$ cat src/rtl/uart_command_rx.sv
// uart_command_rx: 8N1 UART receiver that pairs bytes into command/data packets.
// Ports:
//   clk, rst        - system clock, asynchronous active-high reset
//   rx              - serial input, idle high, asynchronous to clk
//   command, datos  - last received command / data byte (change only with valid)
//   valid           - one-cycle pulse: a new command/data packet is presented
//   frame_err       - one-cycle pulse: a stop bit was sampled low
//   timeout         - one-cycle pulse: the data byte did not start in time
//   busy            - a byte is in flight or a command is waiting for its data
module uart_command_rx #(
  parameter int unsigned CLKS_PER_BIT = 5208,
  parameter int unsigned TIMEOUT_BITS = 20
) (
  input  logic       clk,
  input  logic       rst,
  input  logic       rx,
  output logic [7:0] command,
  output logic [7:0] datos,
  output logic       valid,
  output logic       frame_err,
  output logic       timeout,
  output logic       busy
);

  localparam int unsigned BAUD_W   = $clog2(CLKS_PER_BIT);
  localparam int unsigned HALF     = CLKS_PER_BIT / 2;
  localparam int unsigned TO_LIMIT = TIMEOUT_BITS * CLKS_PER_BIT;
  localparam int unsigned TO_W     = $clog2(TO_LIMIT + 1);

  localparam logic [BAUD_W-1:0] BAUD_LAST = BAUD_W'(CLKS_PER_BIT - 1);
  localparam logic [BAUD_W-1:0] HALF_LAST = BAUD_W'(HALF - 1);
  localparam logic [TO_W-1:0]   TO_LAST   = TO_W'(TO_LIMIT - 1);

  typedef enum logic [1:0] {B_IDLE, B_START, B_DATA, B_STOP} byte_state_t;
  typedef enum logic {P_WAIT_CMD, P_WAIT_DATA} pkt_state_t;

  byte_state_t byte_state, byte_next;
  pkt_state_t  pkt_state, pkt_next;

  logic              rx_meta, rx_s;
  logic [BAUD_W-1:0] baud_cnt;
  logic [2:0]        bit_cnt;
  logic [7:0]        shift;
  logic [7:0]        cmd_hold;
  logic [TO_W-1:0]   to_cnt;

  logic start_det, half_hit, bit_hit, byte_ok, byte_err, to_hit;
  logic valid_d, frame_err_d, timeout_d, busy_d, hold_load;

  // Two-flop synchroniser, idles high so reset looks like a quiet line
  always_ff @(posedge clk or posedge rst) begin
    if (rst) begin
      rx_meta <= 1'b1;
      rx_s    <= 1'b1;
    end else begin
      rx_meta <= rx;
      rx_s    <= rx_meta;
    end
  end

  // Sampling strobes shared by both FSMs
  assign start_det = (byte_state == B_IDLE) && !rx_s;
  assign half_hit  = (byte_state == B_START) && (baud_cnt == HALF_LAST);
  assign bit_hit   = (baud_cnt == BAUD_LAST);
  assign byte_ok   = (byte_state == B_STOP) && bit_hit && rx_s;
  assign byte_err  = (byte_state == B_STOP) && bit_hit && !rx_s;
  // A start detection on the last count cycle suppresses the timeout
  assign to_hit    = (pkt_state == P_WAIT_DATA) && (byte_state == B_IDLE) && rx_s &&
                     (to_cnt == TO_LAST);

  // State registers
  always_ff @(posedge clk or posedge rst) begin
    if (rst) begin
      byte_state <= B_IDLE;
      pkt_state  <= P_WAIT_CMD;
    end else begin
      byte_state <= byte_next;
      pkt_state  <= pkt_next;
    end
  end

  // Next-state logic for the byte and packet FSMs
  always_comb begin
    byte_next = byte_state;
    pkt_next  = pkt_state;
    case (byte_state)
      B_IDLE:  if (!rx_s) byte_next = B_START;
      B_START: if (half_hit) byte_next = rx_s ? B_IDLE : B_DATA;
      B_DATA:  if (bit_hit && (bit_cnt == 3'd7)) byte_next = B_STOP;
      B_STOP:  if (bit_hit) byte_next = B_IDLE;
      default: byte_next = B_IDLE;
    endcase
    case (pkt_state)
      P_WAIT_CMD:  if (byte_ok) pkt_next = P_WAIT_DATA;
      P_WAIT_DATA: if (byte_ok || byte_err || to_hit) pkt_next = P_WAIT_CMD;
      default:     pkt_next = P_WAIT_CMD;
    endcase
  end

  // Output decode; busy is registered from next state so it tracks the FSMs exactly
  always_comb begin
    valid_d     = 1'b0;
    frame_err_d = 1'b0;
    timeout_d   = 1'b0;
    hold_load   = 1'b0;
    busy_d      = (byte_next != B_IDLE) || (pkt_next == P_WAIT_DATA);
    if (byte_err) begin
      frame_err_d = 1'b1;
    end else if (byte_ok) begin
      if (pkt_state == P_WAIT_DATA) valid_d = 1'b1;
      else                          hold_load = 1'b1;
    end else if (to_hit) begin
      timeout_d = 1'b1;
    end
  end

  // Baud/bit counters, shift register, command holding register, timeout counter
  always_ff @(posedge clk or posedge rst) begin
    if (rst) begin
      baud_cnt <= '0;
      bit_cnt  <= '0;
      shift    <= '0;
      cmd_hold <= '0;
      to_cnt   <= '0;
    end else begin
      if (byte_state == B_IDLE || half_hit || bit_hit) baud_cnt <= '0;
      else                                             baud_cnt <= baud_cnt + BAUD_W'(1);

      if (byte_state == B_IDLE) begin
        bit_cnt <= '0;
      end else if (byte_state == B_DATA && bit_hit) begin
        shift   <= {rx_s, shift[7:1]};
        bit_cnt <= bit_cnt + 3'd1;
      end

      if (hold_load) cmd_hold <= shift;

      if (pkt_state == P_WAIT_CMD)                 to_cnt <= '0;
      else if (byte_state == B_IDLE && !start_det) to_cnt <= to_cnt + TO_W'(1);
    end
  end

  // Registered outputs
  always_ff @(posedge clk or posedge rst) begin
    if (rst) begin
      command   <= '0;
      datos     <= '0;
      valid     <= 1'b0;
      frame_err <= 1'b0;
      timeout   <= 1'b0;
      busy      <= 1'b0;
    end else begin
      valid     <= valid_d;
      frame_err <= frame_err_d;
      timeout   <= timeout_d;
      busy      <= busy_d;
      if (valid_d) begin
        command <= cmd_hold;
        datos   <= shift;
      end
    end
  end

endmodule
$ cat config.mk
export PLATFORM = sky130hd
export DESIGN_NAME = uart_command_rx
export DESIGN_NICKNAME = d
export VERILOG_FILES = /design/src/rtl/uart_command_rx.sv
export SDC_FILE = /design/constraint.sdc
export NUM_CORES = 1
export LEC_CHECK = 0
export ABC_AREA = 1
export CORE_ASPECT_RATIO = 0.8
export CORE_MARGIN = 5
export CORE_UTILIZATION = 53
export DETAILED_ROUTE_END_ITERATION = 8
export PLACE_DENSITY_LB_ADDON = 0.05
export SYNTH_ARGS = -nofsm -noshare
export SYNTH_HDL_FRONTEND = slang
export SYNTH_SLANG_ARGS = --single-unit
$ cat constraint.sdc
create_clock -name clk -period 2.3 [get_ports clk]
set_input_delay 0.46 -clock clk [delete_from_list [all_inputs] [get_ports clk]]
set_output_delay 0.46 -clock clk [all_outputs]
set_load 0.005 [all_outputs]
==> metrics, run 1 <==
average routed wire per standard cell 13.3 um; flops & latches, synth 74; WHS 0.358 ns; initial core utilization 0.547; switching share of total power 0.205; Die Width 101 um; hold depth 0; DR iter-0 viols 213; H-tree depth 3; Worst setup EP type register; hold_buf cts 0; cell family with most CP delay simple AND/OR/NAND/NOR gates; CP Max Fanout 14; Avg Cell Area, Syn 8.26 um^2; Syn Std Cell Area 3530 um^2; pin count of the biggest net entering global routing 41; Flop pwr share 0.531; post-route design area 4090 um^2; Num CTS Buffers 9; Pint 1.95 mW; fin crit period 2.03 ns; synth unique cells 28; RePlAce Congestion 0.859; antenna-violating nets left 0; Die Y-Extent 83.0 um; CTS Buffer Depth 2; Hold Path Sink rx_s$_DFF_PP1_; worst-path cell chain ha_1 > nand2_2 > clkinv_1 > nand2_2 > nor2_4 > nand4_4 > nor2_4 > buf_12 > nor2_1 > a21oi_1; Worst setup SP type register; RR Endpoint datos[5]$_DFFE_PP0P_; post-CTS setup buffers 0; Bufs and invs on worst path 2; setup tns final 0 ns; DRC viols 0; Slew @ Worst Pin 0.411 ns; Peak VDD IR 0.435 mV; initial antenna violation count 0; status completed; register area share after synthesis 0.526; Clk network pwr share 0.454; Clk pin slew, worst setup/hold paths 0.08 ns; first-pass GRT wire length 12800 um; RSZ-0062 raised after global routing false; Worst Skew 0.00902 ns; worst reg2reg path startpoint baud_cnt[0]$_DFF_PP0_; Syn. warnings 0; worst skew pair latency 0.34 ns; clk sink count 74; Setup CP Type register to register; Slowest cell on crit path dfrtp_1; share of power burned in combinational logic 0.015; hold wc startpoint rx_meta$_DFF_PP1_; reg-to-reg setup timing slack 0.27 ns; die area 8390 um^2; final hold viol count 0; final-report setup violation count 0; vias 2822; fmax 0.492 GHz; final worst slack 0.267 ns; max-cap violations 0; max-slew violations 0; Rows 26; fraction of layout instances using a drive strength above 1 0.0887; Final #Nets 464; Worst Path Arrival 2.29 ns; Post-Route WL 7260 um; Cells after Synth 427; CTS root buffer clkbuf_8; switching pwr 504 uW; drt via density 5.17; commonest non-fill, non-tap cell in the layout nor2_1; number of global-route vias before repair 2714; min-delay worst type register to register; core area 6440 um^2; post-cts repair resize count 0; Pleak 1.82 nW; gr usage total 0.188; most frequent cells in the layout 95 x nor2_1, 72 x dfrtp_1, 68 x nand2_1; DP Worst Slack 0.282 ns; pwr/cell area 601 nW/um^2; Post-Place Cell Area 3860 um^2; First-pass DRT Iterations 4; Worst EP required 2.56 ns; Reg2Reg Depth 10; CTS tree built; GR Overflow Total 0; I/O pins 23; CP peak stage delay 0.41 ns; n_diodes 0; Rel. slew slack 0.724; fin crit share 0.884; Area Overhead vs Synth 16.1%; Synthesized Nets 434; Final HPWL DP 5360 um; IO buf count 22; Pwr Total 2.46 mW
worst max path at each step:
stage / start / to / slack (ns) / cells past startpoint
after floorplan: baud_cnt[0]$_DFF_PP0_ / datos[0]$_DFFE_PP0P_ / 0.71 / 9
after global placement: baud_cnt[0]$_DFF_PP0_ / datos[7]$_DFFE_PP0P_ / 0.41 / 10
after detailed placement: baud_cnt[0]$_DFF_PP0_ / datos[5]$_DFFE_PP0P_ / 0.28 / 10
after CTS: baud_cnt[0]$_DFF_PP0_ / datos[6]$_DFFE_PP0P_ / 0.28 / 10
after global routing: baud_cnt[0]$_DFF_PP0_ / datos[6]$_DFFE_PP0P_ / 0.12 / 10
final: baud_cnt[0]$_DFF_PP0_ / datos[5]$_DFFE_PP0P_ / 0.27 / 10
metrics by stage:
step / util / cells
after floorplan: - / 427
after global placement: 0.600 / 530
after detailed placement: 0.600 / 530
after CTS: 0.635 / 546
after global routing: 0.635 / 546
final: 0.635 / 546
registers in the layout, summed over array words and instances (netlist names):
register	count
datos	8
frame_err	1
baud_cnt	13
valid	1
cmd_hold	8
shift	8
bit_cnt	3
busy	1
timeout	1
to_cnt	17
byte_state	2
rx_meta	1
command	8
pkt_state	1
rx_s	1
logic make-up (layout without fill, tap and decap cells):
family	Yosys count	count (layout)	share of synthesized area
AND/OR/NAND/NOR	238	238	0.299
flip-flops	74	74	0.526
buffers and inverters	61	96	0.0756
AO/OA/AOI/OAI	44	44	0.0703
XOR/XNOR	6	6	0.0149
adder cells (fa/ha/maj)	4	4	0.0142
synth_stat cells (all sizes together):
library cell	count	area share
clkbuf	1	0.0011
nor4	6	0.011
nand3b	1	0.0021
xor2	6	0.015
ha	4	0.014
a21oi	35	0.055
a22oi	1	0.0021
inv	48	0.051
nand3	21	0.030
nor3	32	0.045
nor3b	3	0.0064
a22o	1	0.0025
nand4	5	0.013
nor2	100	0.12
o21ai	5	0.0071
dfrtp	72	0.51
nand2	70	0.076
a31oi	2	0.0035
clkinv	1	0.0011
dfstp	2	0.015
buf	11	0.022
metal layers:
layer | GRT usage | part of all wire
met5 | 0 | 0
met1 | 0.284 | 0.51
met2 | 0.261 | 0.43
met3 | 0.0494 | 0.050
met4 | 0.0604 | 0.012
power by group through the flow:
stage               sequential, mW  clock, mW  combinational (mW)
CTS                           1.31       1.15              0.0379
global placement              1.33          0              0.0380
global route                  1.31       1.21              0.0426
floorplan                     1.33          0              0.0196
finish                        1.31       1.12              0.0358
detailed placement            1.33          0              0.0379
area by class of cell:
type                       instances  area (um^2)
clock buffer                      10          138
clock inverter                     6         90.1
fill                             544         2350
multi-input combinational        292         1410
timing repair buffer              31          313
sequential                        74         1850
inverter                          49          188
tap                               84          105
No activity file was read; power rests on OpenSTA's default activity.
==> run 2: changes to the inputs <==
- CAP_MARGIN: not set -> 0
==> results of run 2 <==
Final layout, timing and power as in run 1 (identical DEF).
